==> src/rtl/input_conditioner.sv <==
// rtl/input_conditioner.sv - synchronize, debounce and classify vending machine button and coin inputs
module input_conditioner #(
    parameter int         DEBOUNCE_TICKS = 16,
    parameter logic [7:0] COIN0_VALUE    = 8'd25,
    parameter logic [7:0] COIN1_VALUE    = 8'd100
) (
    input  logic       clk,
    input  logic       rst_n,
    input  logic [3:0] item_btn_raw,
    input  logic [1:0] coin_raw,
    input  logic       cancel_raw,
    input  logic       accept_en,
    output logic       select_pulse,
    output logic [1:0] item_select,
    output logic       coin_pulse,
    output logic [7:0] coin_value,
    output logic       cancel_pulse,
    output logic       error_event,
    output logic       coin_reject
);
    localparam int N  = 7;
    localparam int CW = $clog2(DEBOUNCE_TICKS);
    localparam logic [CW-1:0] CNT_LAST = CW'(DEBOUNCE_TICKS - 1);

    logic [N-1:0]  raw;
    logic [N-1:0]  sync1;
    logic [N-1:0]  sync2;
    logic [N-1:0]  stable;
    logic [N-1:0]  stable_d;
    logic [CW-1:0] cnt [N];
    logic [N-1:0]  press;

    // bit layout: [3:0] items, [5:4] coins, [6] cancel
    assign raw   = {cancel_raw, coin_raw, item_btn_raw};
    assign press = stable & ~stable_d;

    always_ff @(posedge clk) begin
        if (!rst_n) begin
            sync1    <= '0;
            sync2    <= '0;
            stable   <= '0;
            stable_d <= '0;
            for (int i = 0; i < N; i++) cnt[i] <= '0;
        end else begin
            sync1    <= raw;
            sync2    <= sync1;
            stable_d <= stable;
            for (int i = 0; i < N; i++) begin
                if (sync2[i] == stable[i]) begin
                    cnt[i] <= '0;
                end else if (cnt[i] == CNT_LAST) begin
                    stable[i] <= sync2[i];
                    cnt[i]    <= '0;
                end else begin
                    cnt[i] <= cnt[i] + 1'b1;
                end
            end
        end
    end

    logic [3:0] item_ev;
    logic [1:0] coin_ev;
    logic       cancel_ev;
    logic       item_single;
    logic       item_others_held;
    logic [1:0] item_idx;
    logic [1:0] pend;
    logic [1:0] pend_n;
    logic [1:0] coin_req;

    logic       select_n;
    logic [1:0] item_select_n;
    logic       coin_pulse_n;
    logic [7:0] coin_value_n;
    logic       cancel_n;
    logic       error_n;
    logic       reject_n;

    assign item_ev          = press[3:0];
    assign coin_ev          = press[5:4];
    assign cancel_ev        = press[6];
    assign item_single      = (item_ev != 4'd0) && ((item_ev & (item_ev - 4'd1)) == 4'd0);
    assign item_others_held = (stable[3:0] & ~item_ev) != 4'd0;

    always_comb begin
        item_idx = 2'd0;
        for (int i = 0; i < 4; i++) begin
            if (item_ev[i]) item_idx = 2'(i);
        end
    end

    always_comb begin
        select_n      = 1'b0;
        item_select_n = item_select;
        cancel_n      = 1'b0;
        error_n       = 1'b0;
        reject_n      = 1'b0;
        coin_pulse_n  = 1'b0;
        coin_value_n  = 8'd0;
        pend_n        = pend;
        coin_req      = pend | (coin_ev & {2{accept_en}});

        // cancel swallows any simultaneous item event without flagging it
        if (cancel_ev) begin
            cancel_n = 1'b1;
        end else if (item_ev != 4'd0) begin
            if (accept_en && item_single && !item_others_held) begin
                select_n      = 1'b1;
                item_select_n = item_idx;
            end else begin
                error_n = 1'b1;
            end
        end

        if ((coin_ev != 2'd0) && !accept_en) begin
            reject_n = 1'b1;
            error_n  = 1'b1;
        end

        // one coin reported per cycle; coin 0 first, the other waits in pend
        if (coin_req[0]) begin
            coin_pulse_n = 1'b1;
            coin_value_n = COIN0_VALUE;
            pend_n[0]    = pend[0] & coin_ev[0] & accept_en;
            pend_n[1]    = coin_req[1];
        end else if (coin_req[1]) begin
            coin_pulse_n = 1'b1;
            coin_value_n = COIN1_VALUE;
            pend_n[0]    = 1'b0;
            pend_n[1]    = pend[1] & coin_ev[1] & accept_en;
        end
    end

    always_ff @(posedge clk) begin
        if (!rst_n) begin
            pend         <= '0;
            select_pulse <= 1'b0;
            item_select  <= 2'd0;
            coin_pulse   <= 1'b0;
            coin_value   <= 8'd0;
            cancel_pulse <= 1'b0;
            error_event  <= 1'b0;
            coin_reject  <= 1'b0;
        end else begin
            pend         <= pend_n;
            select_pulse <= select_n;
            item_select  <= item_select_n;
            coin_pulse   <= coin_pulse_n;
            coin_value   <= coin_value_n;
            cancel_pulse <= cancel_n;
            error_event  <= error_n;
            coin_reject  <= reject_n;
        end
    end
endmodule

==> config.mk <==
export PLATFORM = sky130hd
export DESIGN_NAME = input_conditioner
export DESIGN_NICKNAME = d
export VERILOG_FILES = /design/src/rtl/input_conditioner.sv
export SDC_FILE = /design/constraint.sdc
export NUM_CORES = 1
export LEC_CHECK = 0
export ABC_AREA = 1
export CAP_MARGIN = 15
export CORE_UTILIZATION = 60
export CTS_CLUSTER_SIZE = 24
export DETAILED_ROUTE_END_ITERATION = 10
export HOLD_SLACK_MARGIN = 0.05
export PLACE_DENSITY = 0.83
export SLEW_MARGIN = 20
export SYNTH_ARGS = -nofsm -noshare
export SYNTH_HDL_FRONTEND = slang
export SYNTH_SLANG_ARGS = --single-unit
export TNS_END_PERCENT = 1
==> constraint.sdc <==
create_clock -name clk -period 3.25 [get_ports clk]
set_clock_uncertainty 0.1 [all_clocks]
set_input_delay 0.65 -clock clk [delete_from_list [all_inputs] [get_ports clk]]
set_output_delay 0.65 -clock clk [all_outputs]
set_load 0.05 [all_outputs]
==> impl_metrics.env <==
export IMPL_peakVddDrop_v=0.000317
export IMPL_drive_above_1_share_pct=6.29
export IMPL_grt_pass1_vias=1843
export IMPL_grt_max_degree=40
export IMPL_grt_pass1_wl_um=7240
export IMPL_syn_inst=294
export IMPL_cp_cell_sequence="clkdlybuf4s50_1"
export IMPL_yosys_area_share_xor_xnor_pct=4.49
export IMPL_avgRoutedWirePerCell_um=9.87
export IMPL_p_leak_nw=1.47
export IMPL_crit_family="buffers and inverters"
export IMPL_drv_cap=0
export IMPL_dr_first_iter_drc_count=95
export IMPL_final_max_slew_viol_count=0
export IMPL_clock_sinks=67
export IMPL_rsz0062_at_grt="false"
export IMPL_worstPathArrival_ns=1.49
export IMPL_synth_area_leaders="edfxtp_1 31%, dfxtp_1 29%, inv_1 6.5%, nand2_1 5.9%, nor2_1 5.4%"
export IMPL_reg2reg_depth=10
export IMPL_cts_buffer_depth=2
export IMPL_gp_congestion=0.762
export IMPL_timing_rr_start="stable[2]$_SDFFE_PN0P_"
export IMPL_status="completed"
export IMPL_cts_hold_buffers_added=0
export IMPL_nets=362
export IMPL_cts_tree="yes"
export IMPL_post_cts_repair_setup_buffers=0
export IMPL_port_buffers=22
export IMPL_synth_top_area_cell="edfxtp_1"
export IMPL_path_clk_slew_ns=0.07
export IMPL_finalSetupViolations=0
export IMPL_netlist_area_sq_um=2730
export IMPL_cts_buffers=9
export IMPL_cp_start_kind="flip-flop"
export IMPL_slowest_delay_ns=0.81
export IMPL_fin_crit_sh_pct=68.8
export IMPL_p_per_area_nw_per_um2=489
export IMPL_synth_top_family_by_area="simple AND/OR/NAND/NOR gates"
export IMPL_vias=1879
export IMPL_min_to="sync2[6]$_SDFF_PN0_"
export IMPL_cts_htree_levels=3
export IMPL_antenna_left=0
export IMPL_cts_resized=0
export IMPL_firstDrtPassIters=4
export IMPL_dp_cells=386
export IMPL_worstReg2RegEnd="item_select[0]$_SDFFE_PN0P_"
export IMPL_synth_top_cell_area_share_pct=30.8
export IMPL_synth_edf_count=28
export IMPL_ys_async_sr_fraction_pct=0
export IMPL_viasPerCell=4.67
export IMPL_hold_viol_final=0
export IMPL_yosys_mux_area_fraction_pct=0
export IMPL_hpwl_um=2800
export IMPL_synth_compound_area_share_pct=6.60
export IMPL_area_growth_pct=18.0
export IMPL_num_rows=24
export IMPL_track_usage_pct=19.5
export IMPL_hp_class="reg2reg"
export IMPL_diodes=0
export IMPL_hold_depth=2
export IMPL_required_ns=2.50
export IMPL_ys_flop_type="dfxtp_1"
export IMPL_worst_setup_path_end_kind="output pin"
export IMPL_synthTopCellsByCount="47 x inv_1, 43 x nand2_1, 39 x dfxtp_1, 39 x nor2_1, 28 x edfxtp_1"
export IMPL_synth_avg_cell_area_sq_um=9.29
export IMPL_min_from="sync1[6]$_SDFF_PN0_"
export IMPL_die_w_um=69.5
export IMPL_synth_most_common_cell="inv_1"
export IMPL_drcViolationCount=0
export IMPL_cp_num_buf_inv=1
export IMPL_coreArea_sq_um=4350
export IMPL_seq_area_frac_synth_pct=59.4
export IMPL_start_util_pct=62.7
export IMPL_path_class="reg2out"
export IMPL_synth_warning_count=0
export IMPL_clk_latency_ns=0.33
export IMPL_synthAdderAreaFrac_pct=3.21
export IMPL_synthSimpleGateAreaFrac_pct=16.9
export IMPL_synth_distinct_cells=23
export IMPL_tns_ns=0
export IMPL_cp_max_fo=3
export IMPL_ys_seq_elements=67
export IMPL_drt_total_wl_um=3970
export IMPL_die_area_sq_um=4830
export IMPL_reg2reg_slack_ns=1.88
export IMPL_crit_path_top_delay_cell="clkdlybuf4s50_1"
export IMPL_post_route_min_period_ns=2.24
export IMPL_fin_cells=402
export IMPL_grt_overflow_total=0
export IMPL_power_total_mw=1.58
export IMPL_ioPinCount=25
export IMPL_cts_root_buf="clkbuf_8"
export IMPL_antenna_found_initial=0
export IMPL_fmax_mhz=447
export IMPL_die_y_um=69.5
## layer usage
metal,global-route usage [%],wire [um],vias up
li1,-,-,1000
met1,21.1,1790,835
met2,33.3,1940,36
met3,6.69,155,8
met4,10.4,85,0
met5,0,0,-
## final cells by class
class	count	area, sq um
timing repair buffer	23	228
sequential	67	1620
clock inverter	3	15.0
fill	322	1130
inverter	48	180
tap	52	65.1
multi-input combinational	196	966
clock buffer	13	149
## cells by family (layout without fill, tap and decap cells)
| group | Yosys count | count (layout) |
|---|---|---|
| AOI/OAI and AO/OA | 35 | 35 |
| xor gates and xnor gates | 14 | 14 |
| adders and majority gates | 7 | 7 |
| buffers and inverters | 59 | 87 |
| DFF | 67 | 67 |
| other | 2 | 30 |
| and+or+nand+nor | 110 | 110 |
## layout by cell type, fill, tap and decap left out, types with 10 or more instances in the layout
master            n
inv_1            47
nand2_1          43
nor2_1           39
dfxtp_1          39
conb_1           30
edfxtp_1         28
clkdlybuf4s50_1  22
nand3_1          17
o21ai_0          17
a21oi_1          16
clkbuf_8         10
## power by group
part           internal [mW]  switching (mW)
clock network          0.294           0.281
registers              0.903          0.0160
logic                 0.0314          0.0493
total                   1.23           0.347
## through the flow
| step | util, % | hold WS (ns) | instance area [sq um] | setup slack, ns |
|---|---|---|---|---|
| floorplan | - | 0.290 | 2840 | 1.59 |
| global placement | 70.3 | 0.293 | 3060 | 1.06 |
| detailed placement | 70.3 | 0.295 | 3060 | 1.02 |
| CTS | 74.1 | 0.303 | 3220 | 0.985 |
| global route | 74.1 | 0.317 | 3220 | 0.957 |
| finish | 74.1 | 0.310 | 3220 | 1.01 |
## how the worst max path moves through the flow
| stage | startpoint | end | slack, ns | cells after the start |
|---|---|---|---|---|
| 2_1_floorplan | coin_value[3]$_SDFF_PN0_ | coin_value[3] | 1.59 | 1 |
| 3_3_place_gp | rst_n | cnt[1][0]$_SDFFCE_PN0P_ | 1.06 | 6 |
| 3_5_place_dp | rst_n | cnt[1][2]$_SDFFCE_PN0P_ | 1.02 | 6 |
| 4_1_cts | coin_value[3]$_SDFF_PN0_ | coin_value[3] | 0.98 | 1 |
| 5_1_grt | coin_value[3]$_SDFF_PN0_ | coin_value[3] | 0.96 | 1 |
| 6_report | coin_value[3]$_SDFF_PN0_ | coin_value[3] | 1.01 | 1 |
## sequential cells by signal, summed over array words and instances (netlist names)
signal	flops
cancel_pulse	1
cnt	28
coin_pulse	1
coin_reject	1
coin_value	2
error_event	1
item_select	2
pend	2
select_pulse	1
stable	7
stable_d	7
sync1	7
sync2	7
No activity file was read; power rests on OpenSTA's default activity.
